==> src/rtl/counter_seq_checker_sat.sv <==
// Saturating event counter with synchronous clear; clear+inc loads 1.
// Latency: q updates one clock after inc/clr.
// Backpressure: none; sticks at all-ones, further increments are dropped.
//
// Ports: clk, rst_n (async active-low), inc (count one event),
//        clr (sync clear), q (current count).
module sat_counter #(
    parameter int W = 8
) (
    input  logic         clk,
    input  logic         rst_n,
    input  logic         inc,
    input  logic         clr,
    output logic [W-1:0] q
);

    logic [W-1:0] r_q;

    always_ff @(posedge clk or negedge rst_n) begin
        if (!rst_n) begin
            r_q <= '0;
        end else if (clr) begin
            // An event in the same cycle as the clear is kept, not lost.
            r_q <= inc ? W'(1) : '0;
        end else if (inc && (r_q != {W{1'b1}})) begin
            r_q <= r_q + W'(1);
        end
    end

    assign q = r_q;

endmodule

==> config.mk <==
export PLATFORM = sky130hd
export DESIGN_NAME = sat_counter
export DESIGN_NICKNAME = d
export VERILOG_FILES = /design/src/rtl/counter_seq_checker_sat.sv
export SDC_FILE = /design/constraint.sdc
export NUM_CORES = 1
export LEC_CHECK = 0
export CORE_AREA = 5 5 42 44
export CTS_CLUSTER_SIZE = 10
export DETAILED_ROUTE_END_ITERATION = 16
export DIE_AREA = 0 0 47 49
export GPL_TIMING_DRIVEN = 0
export PLACE_DENSITY = 0.61
export RECOVER_POWER = 25
export SLEW_MARGIN = 5
export SYNTH_ARGS = -nofsm -noshare
export SYNTH_HDL_FRONTEND = slang
export SYNTH_SLANG_ARGS = --single-unit
export TNS_END_PERCENT = 10
==> constraint.sdc <==
create_clock -name clk -period 2.9 [get_ports clk]
set_input_delay 0.58 -clock clk [delete_from_list [all_inputs] [get_ports clk]]
set_output_delay 0.58 -clock clk [all_outputs]
set_load 0.01 [all_outputs]
# Word level (Yosys, flattened, before mapping)
# Cells that the tools add are included.
# totals
ff_bits	8
wordCells	8
# classes
addsub	1
mux	3
n_reduce_logical	2
eq_ne	1
# op_table
cell	count
$mux 8	2
$add 8x1->8 const B	1
$ne 8x8->1 const B	1
$reduce_bool 2->1	1
$logic_and 1x1->1	1
$mux 1	1

# Longest topological paths before layout
# depth
depth_word	4
depth_mapped	4

# Worst setup path before layout
# No wires, ideal clock.
# synth_timing
path_kind	register to register
startpoint	register r_q[0] (netlist: q[0])
endpoint	register r_q[5] (netlist: q[5])
slack_ns	1.473
period_less_slack_ns	1.427
path_stages_with_launch	5
t_arrival_ns	1.295
cell_sequence	dfrtp_1 -> ha_1 -> and3_1 -> a2111oi_2 -> nor3b_1
# synth_via
elab_chain_cells	3
elab_cells_between_ends	6
classes_between	add/sub: 1; eq/ne: 1; mux: 2; reduce/logical: 2
# synth_lines
element	line_no	source
from (decl)	17	logic [W-1:0] r_q;
from (signal assigned)	24	r_q <= inc ? W'(1) : '0;
from (signal assigned)	26	r_q <= r_q + W'(1);
$add 8x1->8 / $ne 8x8->1 (equally long branches)	26, 25	
$mux 8 / $logic_and 1x1->1 (equally long branches)	25	end else if (inc && (r_q != {W{1'b1}})) begin
$mux 8 / $reduce_bool 2->1 (equally long branches)	-	
# Parallel ways exist; a longest one is shown, timed or not. The select of a mux whose other input is x is not followed.
# A chain may end at the register's enable or synchronous reset.

# Final worst setup path
# layout_timing
startpoint	register r_q[4] (netlist: q[4])
endpoint	output q[4]
# layout_rtl
element	line_no	source
to (decl)	14	output logic [W-1:0] q
# No word-level cell between the ends.

==> impl_results.md <==
* GRT Overall Usage at 11.3%
* Die area at approximately 2300 um2
* Critical Path RT at between 2000 and 2500 ps
* CTS H-Tree Depth at 1
* PortBufs at 11
* GRT Residual Overflow at 0
* Critical Path Source Type: flop
* Worst slack, placed at approximately 960 ps
* Hold Buf Count CTS at 0
* Post-synthesis cell type count at 27
* CORE AREA at ~1400 um2
* Max cap viols at 0
* Final Core Density at ~45%
* CTS Buf Count at 3
* First-pass GRT wire length at between 1500 and 2000 um
* Post-Place Cells at 74
* Relative slew slack at about three quarters
* DRC at 0
* Chip width at 47 um
* Number of buffers and inverters on the critical path at 1
* Mapped Nets at 52
* Sequential area share after synthesis at between 40% and 50%
* Fillers at 139
* Worst hold-check path type: flop to flop
* Commonest non-fill, non-tap cell in the layout: clkdlybuf4s50_1
* Fin cells at a little under 80
* Top delay family on crit path: buffers and inverters
* Sequential Area at ~200 um2
* Area contributors post-synth: dfrtp_1 42%, a21oi_1 5.3%, nand2b_1 5.3%
* DRT Pass-1 Iters at 4
* Die Ht at 49 um
* Initial antenna violation count at 0
* CTS resizes at 0
* Top Ports at 12
* Yosys top cell area share at 42.3%
* Worst slew pin tran at slightly below 400 ps
* CP max stage cell: clkdlybuf4s50_1
* Syn Inst Count at 47
* ANT nets after route at 0
* Setup TNS at 0 ps
* Average size of a mapped cell at ~10 um2
* Detailed-route via count at about 420
* Final Critical Period at 1870 ps
* Largest net degree at the start of global routing at 11
* Worst stage delay on the critical path at around 580 ps
* P&R area growth vs syn at 32.3%
* Clock root buffer master: clkbuf_4
* VDD IR max at roughly 170 uV
* Clock Latency Late Sink at about 250 ps
* Critical path class: flop to output port
* Hold WS at around 600 ps
* Final setup violation count at 0
* 1st-iter DRT viols at 7
* RSZ-0062 raised after global routing: false
* Most frequent cells in the layout: 10 x clkdlybuf4s50_1, 8 x dfrtp_1, 5 x a21oi_1, 4 x nand2b_1
* Yosys warning count at 0
* Final Max Slew Viols at 0
* Number of global-route vias before repair at roughly 400
* Initial Utilization at 33.8%
* Status: completed
* Dpl hpwl at 778 um
* Max Buffers Root-to-Sink at 2
* Mapped Area at 473 um2
* Clock Skews at 3.33 ps
* Worst setup EP type: output port
* Fmax at ~0.53 GHz
* CTS Sinks at 8
* Crit Path Max Fanout at 8
* Routed wire length at around 1100 um
* Worst EP arrival at about 1300 ps
* Register bit total from synthesis at 8
* Fraction of layout cells with a size suffix above 1 at 14.8%
* Nets at 68
* Leakage at about 0.00025 uW
* Setup bufs post-CTS at 0
* Area leader, netlist: dfrtp_1
* Final worst setup slack at approximately 1000 ps
* Max reg flops at 8
* Clk pin slew, worst setup/hold paths at around 50 ps
* Row cnt at 14
* CTS tree: done
* Placer congestion estimate at between 0.6 and 0.7
* Antenna Cells at 0
* Final period utilization at about 65%
* Fin. Hold Viols at 0
* Multi-input gate area at between 200 and 300 um2
* Critical Path, Cell by Cell: clkdlybuf4s50_1
* Drt via density at 5.42
* Wire per inst at 13.7 um
* P per Cell Area at 383 nW/um2
## cell families after synthesis
kind of cell | share of synthesized area [%]
simple gates | 25.7
flops | 42.3
buf+inv | 3.97
fa+ha+maj | 2.65
mux | 2.12
compound gates | 23.3
## path summary, 6_finish.rpt
| kind | from | end | slack [ps] | cells after the start |
|---|---|---|---|---|
| max in group asynchronous | rst_n | q[2]$_DFFE_PN0P_ | 1950 | 1 |
| min reg2reg | q[1]$_DFFE_PN0P_ | q[1]$_DFFE_PN0P_ | 600 | 2 |
| min | q[1]$_DFFE_PN0P_ | q[1]$_DFFE_PN0P_ | 600 | 2 |
| max reg2reg | q[0]$_DFFE_PN0P_ | q[5]$_DFFE_PN0P_ | 1400 | 4 |
| min in group asynchronous | rst_n | q[6]$_DFFE_PN0P_ | 680 | 1 |
| max | q[4]$_DFFE_PN0P_ | q[4] | 1030 | 1 |
## metrics by stage
stage          area (um2)  total power (uW)
2_1_floorplan         473               137
3_3_place_gp          603               155
3_5_place_dp          603               156
4_1_cts               626               242
5_1_grt               626               254
6_report              626               240
## routing by layer
metal  GRT usage [%]  vias to the layer above  wire, um
li1                -                      208         -
met1            15.4                      195       489
met2            14.9                       10       469
met3            3.32                        4        62
met4            6.91                        0        30
met5               0                        -         0
## Yosys cell counts
master / number
nand2_1: 3
nand3_1: 1
dfrtp_1: 8
mux2i_1: 1
and4_4: 1
a21boi_2: 1
a211o_1: 1
and4bb_2: 1
a21oi_1: 5
nand2b_1: 4
and3_1: 2
a211oi_1: 1
o21ai_0: 2
or3_1: 2
o211ai_1: 1
a2111oi_2: 1
buf_4: 1
a41oi_1: 1
ha_1: 1
o31ai_1: 1
clkbuf_1: 1
nor3b_1: 1
a311oi_1: 1
nand4_1: 1
nor3_1: 1
inv_1: 2
nand4_2: 1
## layout make-up
class / count / share of cell area, %
buffer: 2 / 1.80
sequential: 8 / 32.0
inverter: 2 / 1.20
timing repair buffer: 11 / 17.6
clock buffer: 3 / 3.60
multi-input combinational: 35 / 40.6
tap: 16 / 3.20
## where the power goes
group          internal (uW)  switching [uW]
combinational           17.1            14.2
clock                   47.5            39.4
sequential               116            5.60
total                    180            59.2
No activity file was read; power rests on OpenSTA's default activity.
==> RTL edit 1: new RTL, same flow settings <==
Change the parameter `W` from 8 to 9.
--- a/src/rtl/counter_seq_checker_sat.sv
+++ b/src/rtl/counter_seq_checker_sat.sv
@@ -7,3 +7,3 @@
 module sat_counter #(
-    parameter int W = 8
+    parameter int W = 9
 ) (
Interface: changed (resized q); port bits go from 12 to 13. The function was not compared with the original's and may differ.
==> RTL edit 1 against the unedited design <==
Total power increased by 12%. Sequential power increased by 11%. Setup slack got worse by 17 ps. First-iteration DRC count increased by 29%. Area after synthesis decreased by 1.3%. Hold slack got worse by 91 ps. Routed wire length decreased by 10%. Non-clock buffer count decreased by 1. Design area decreased by 0.40%. Global-route usage decreased by 2.0 points. Utilization decreased by 0.18 points. Sequential cell count increased by 1. Sequential share of layout area increased by 4.1 points. Clock skew increased by 1.2 ps.
==> RTL edit 1: results (changes against the unedited design) <==
Signal buffers: 12 (-1)
synth top area cells: dfrtp_1, a21oi_1, ha_1, mux2i_1, o21ai_0
layout cells sized above 1: 9.836% (-4.9 points)
grt met1 use: 13.35% (-2.1 points)
RePlAce Congestion: 0.7213 (+3.2%)
first-pass GRT wire length: 1518 µm (-18%)
Clock-cell share: 4.217% (+0.62 points)
WS Path Type: flip-flop to flip-flop
leakage power: 0.0002532 µW (+1.7%)
initial DRC count: 9 (+2)
VDD IR max: 0.1890 mV (+11%)
reg2reg setup slack: 1010 ps (-390 ps)
outcome: completed
Multi-Input Combinational: 34 (-2.9%)
post-synthesis compound-gate area fraction: 13.94% (-9.3 points)
Sequential cell area: 225.2 µm² (+13%)
Top Family by Delay on Critical Path: simple AND/OR/NAND/NOR gates
crit path max fanout: 6 (-2)
clock buf count: 4 (+1)
Distinct cells, synth: 21 (-22%)
Placed Instances: 73 (-1.4%)
multi-input logic area: 222.7 µm² (-12%)
mux cell area share after synthesis: 4.290% (+2.2 points)
routed wire length: 947 µm (-10%)
Adder-Cell Fraction of Synth Area: 5.362% (+2.7 points)
vias in the first global route: 345 (-15%)
Arr. time, crit path: 2080 ps (+790 ps)
met1 WL: 441 µm (-9.8%)
worst hold path class: input pin to flip-flop
CP max stage cell: or4_1
met3 Track Usage GR: 2.214% (-1.1 points)
RTL edit 1: cell types whose count changed after synthesis, moves of 2 or more:
cell / change
and3_1: -2
nor2b_1: +2
nand2b_1: -4
o21ai_0: +2
nor2_1: +3
RTL edit 1: stage by stage:
stage	utilization [%]	hold slack (ps)	area [µm²]	worst slack [ps]
floorplan	-	284.4	466.7	1138
global placement	42.59	546.5	596.8	912.8
detailed placement	42.59	555.0	596.8	886.8
CTS	44.46	510.6	623.1	990.6
global route	44.46	511.9	623.1	907.2
finish	44.46	508.9	623.1	1009
RTL edit 1: report_power, final:
part | switching (µW) | total (µW) | internal, µW | leakage [µW]
registers | 4.39 | 134 | 130 | 0.000122
clock network | 46.9 | 100 | 53.2 | 0.0000150
logic | 16.9 | 34.2 | 17.3 | 0.000116
total | 68.2 | 268 | 200 | 0.000253
==> RTL edit 2: new RTL, same settings <==
Made on the original files. Make the reset (`rst_n`) synchronous in one clocked block. Comments in the files are not updated.
--- a/src/rtl/counter_seq_checker_sat.sv
+++ b/src/rtl/counter_seq_checker_sat.sv
@@ -18,3 +18,3 @@
 
-    always_ff @(posedge clk or negedge rst_n) begin
+    always_ff @(posedge clk) begin
         if (!rst_n) begin
Formal check against the unedited RTL: differs if rst_n is asserted again (counterexample within 4 cycles, from zero or initial values and one cycle with rst_n low); with rst_n held inactive, the same outputs for 10 cycles.
==> RTL edit 2 against the unedited design <==
Setup slack gained 25 ps. Design area shrank 8.4%. Combinational power shrank 40%. Routed wire length shrank 10%. Sequential cell count is the same. Critical endpoint unchanged. Area after synthesis shrank 9.8%. Total power shrank 9.3%. Highest routed layer unchanged. Clock power shrank 2%.
==> RTL edit 2: results (changes against the unedited design) <==
RePlAce Congestion: 0.7538 (+7.9%)
Distinct cells, synth: 25 (-7.4%)
via count: 428 (+2.6%)
Post-Place Worst Slack: 907.7 ps (-49.64 ps)
Arr. time, crit path: 1270 ps (-20 ps)
post-route clock skew: 0.7421 ps (-2.588 ps)
Rel. slew slack: 75.60% (+1.7 points)
Placed Instances: 76 (+2.7%)
post-synthesis compound-gate area fraction: 23.17% (-0.11 points)
async set or reset register ratio after synthesis: 0% (-100 points)
CP max stage cell: clkdlybuf4s50_1
VDD IR max: 0.1596 mV (-6.0%)
vias in the first global route: 382 (-6.4%)
reg2reg end: q[0]$_SDFFE_PN0P_
hold_sp: q[1]$_SDFFE_PN0P_
outcome: completed
synth top area cells: dfxtp_1, mux2i_1, o21ai_0, nor4_1, o31a_1
top post-synthesis cells by count: dfxtp_1, inv_1, nand2_1, o21ai_0, nor4_1
hold-critical path endpoint: q[1]$_SDFFE_PN0P_
Mapped Nets: 54 (+3.8%)
H-tree depth: 1 (unchanged)
Min Hold Slack: 498.6 ps (-101.3 ps)
initial DRC count: 11 (+4)
layout cells sized above 1: 6.349% (-8.4 points)
Net count, final: 70 (+2.9%)
Period Utilization, post-route: 63.76% (-0.85 points)
Sw Ratio: 22.01% (-2.7 points)
routed wire length: 945 µm (-10%)
register area share after synthesis: 37.54% (-4.8 points)
Avg Cell Area, Syn: 8.707 µm² (-13%)
largest net degree at the start of global routing: 8 (-3)
Adder-Cell Fraction of Synth Area: 2.933% (+0.29 points)
Critical Path Start: q[4]$_SDFFE_PN0P_
RR Startpoint: q[0]$_SDFFE_PN0P_
crit path max fanout: 7 (-1)
total track usage: 10.09% (-1.2 points)
DP Area: 556.8 µm² (-7.7%)
## RTL edit 2: per-layer routing
metal,global-route usage (%),wire length [µm],share of wire (%),vias up
li1,-,-,-,221
met1,13.72,459,49,189
met2,12.22,381,40,14
met3,4.428,74,7.8,4
met4,6.912,29,3.1,0
met5,0,0,0,-
## RTL edit 2: cell type report
cell class / count / area [µm²]
inverters: 4 / 15.01
fillers: 153 / 828.3
flip-flops and latches: 8 / 160.2
clock buffers: 3 / 22.52
multi-input cells: 37 / 245.2
well taps: 16 / 20.02
repair buffers: 11 / 110.1
## RTL edit 2: power by group through the flow
stage          Combinational, µW  Sequential (µW)  Clock, µW
2_1_floorplan               8.33              117          0
3_3_place_gp                19.4              116          0
3_5_place_dp                19.5              116          0
4_1_cts                     19.6              114       90.5
5_1_grt                     21.2              114       98.4
6_report                    18.9              114       84.9
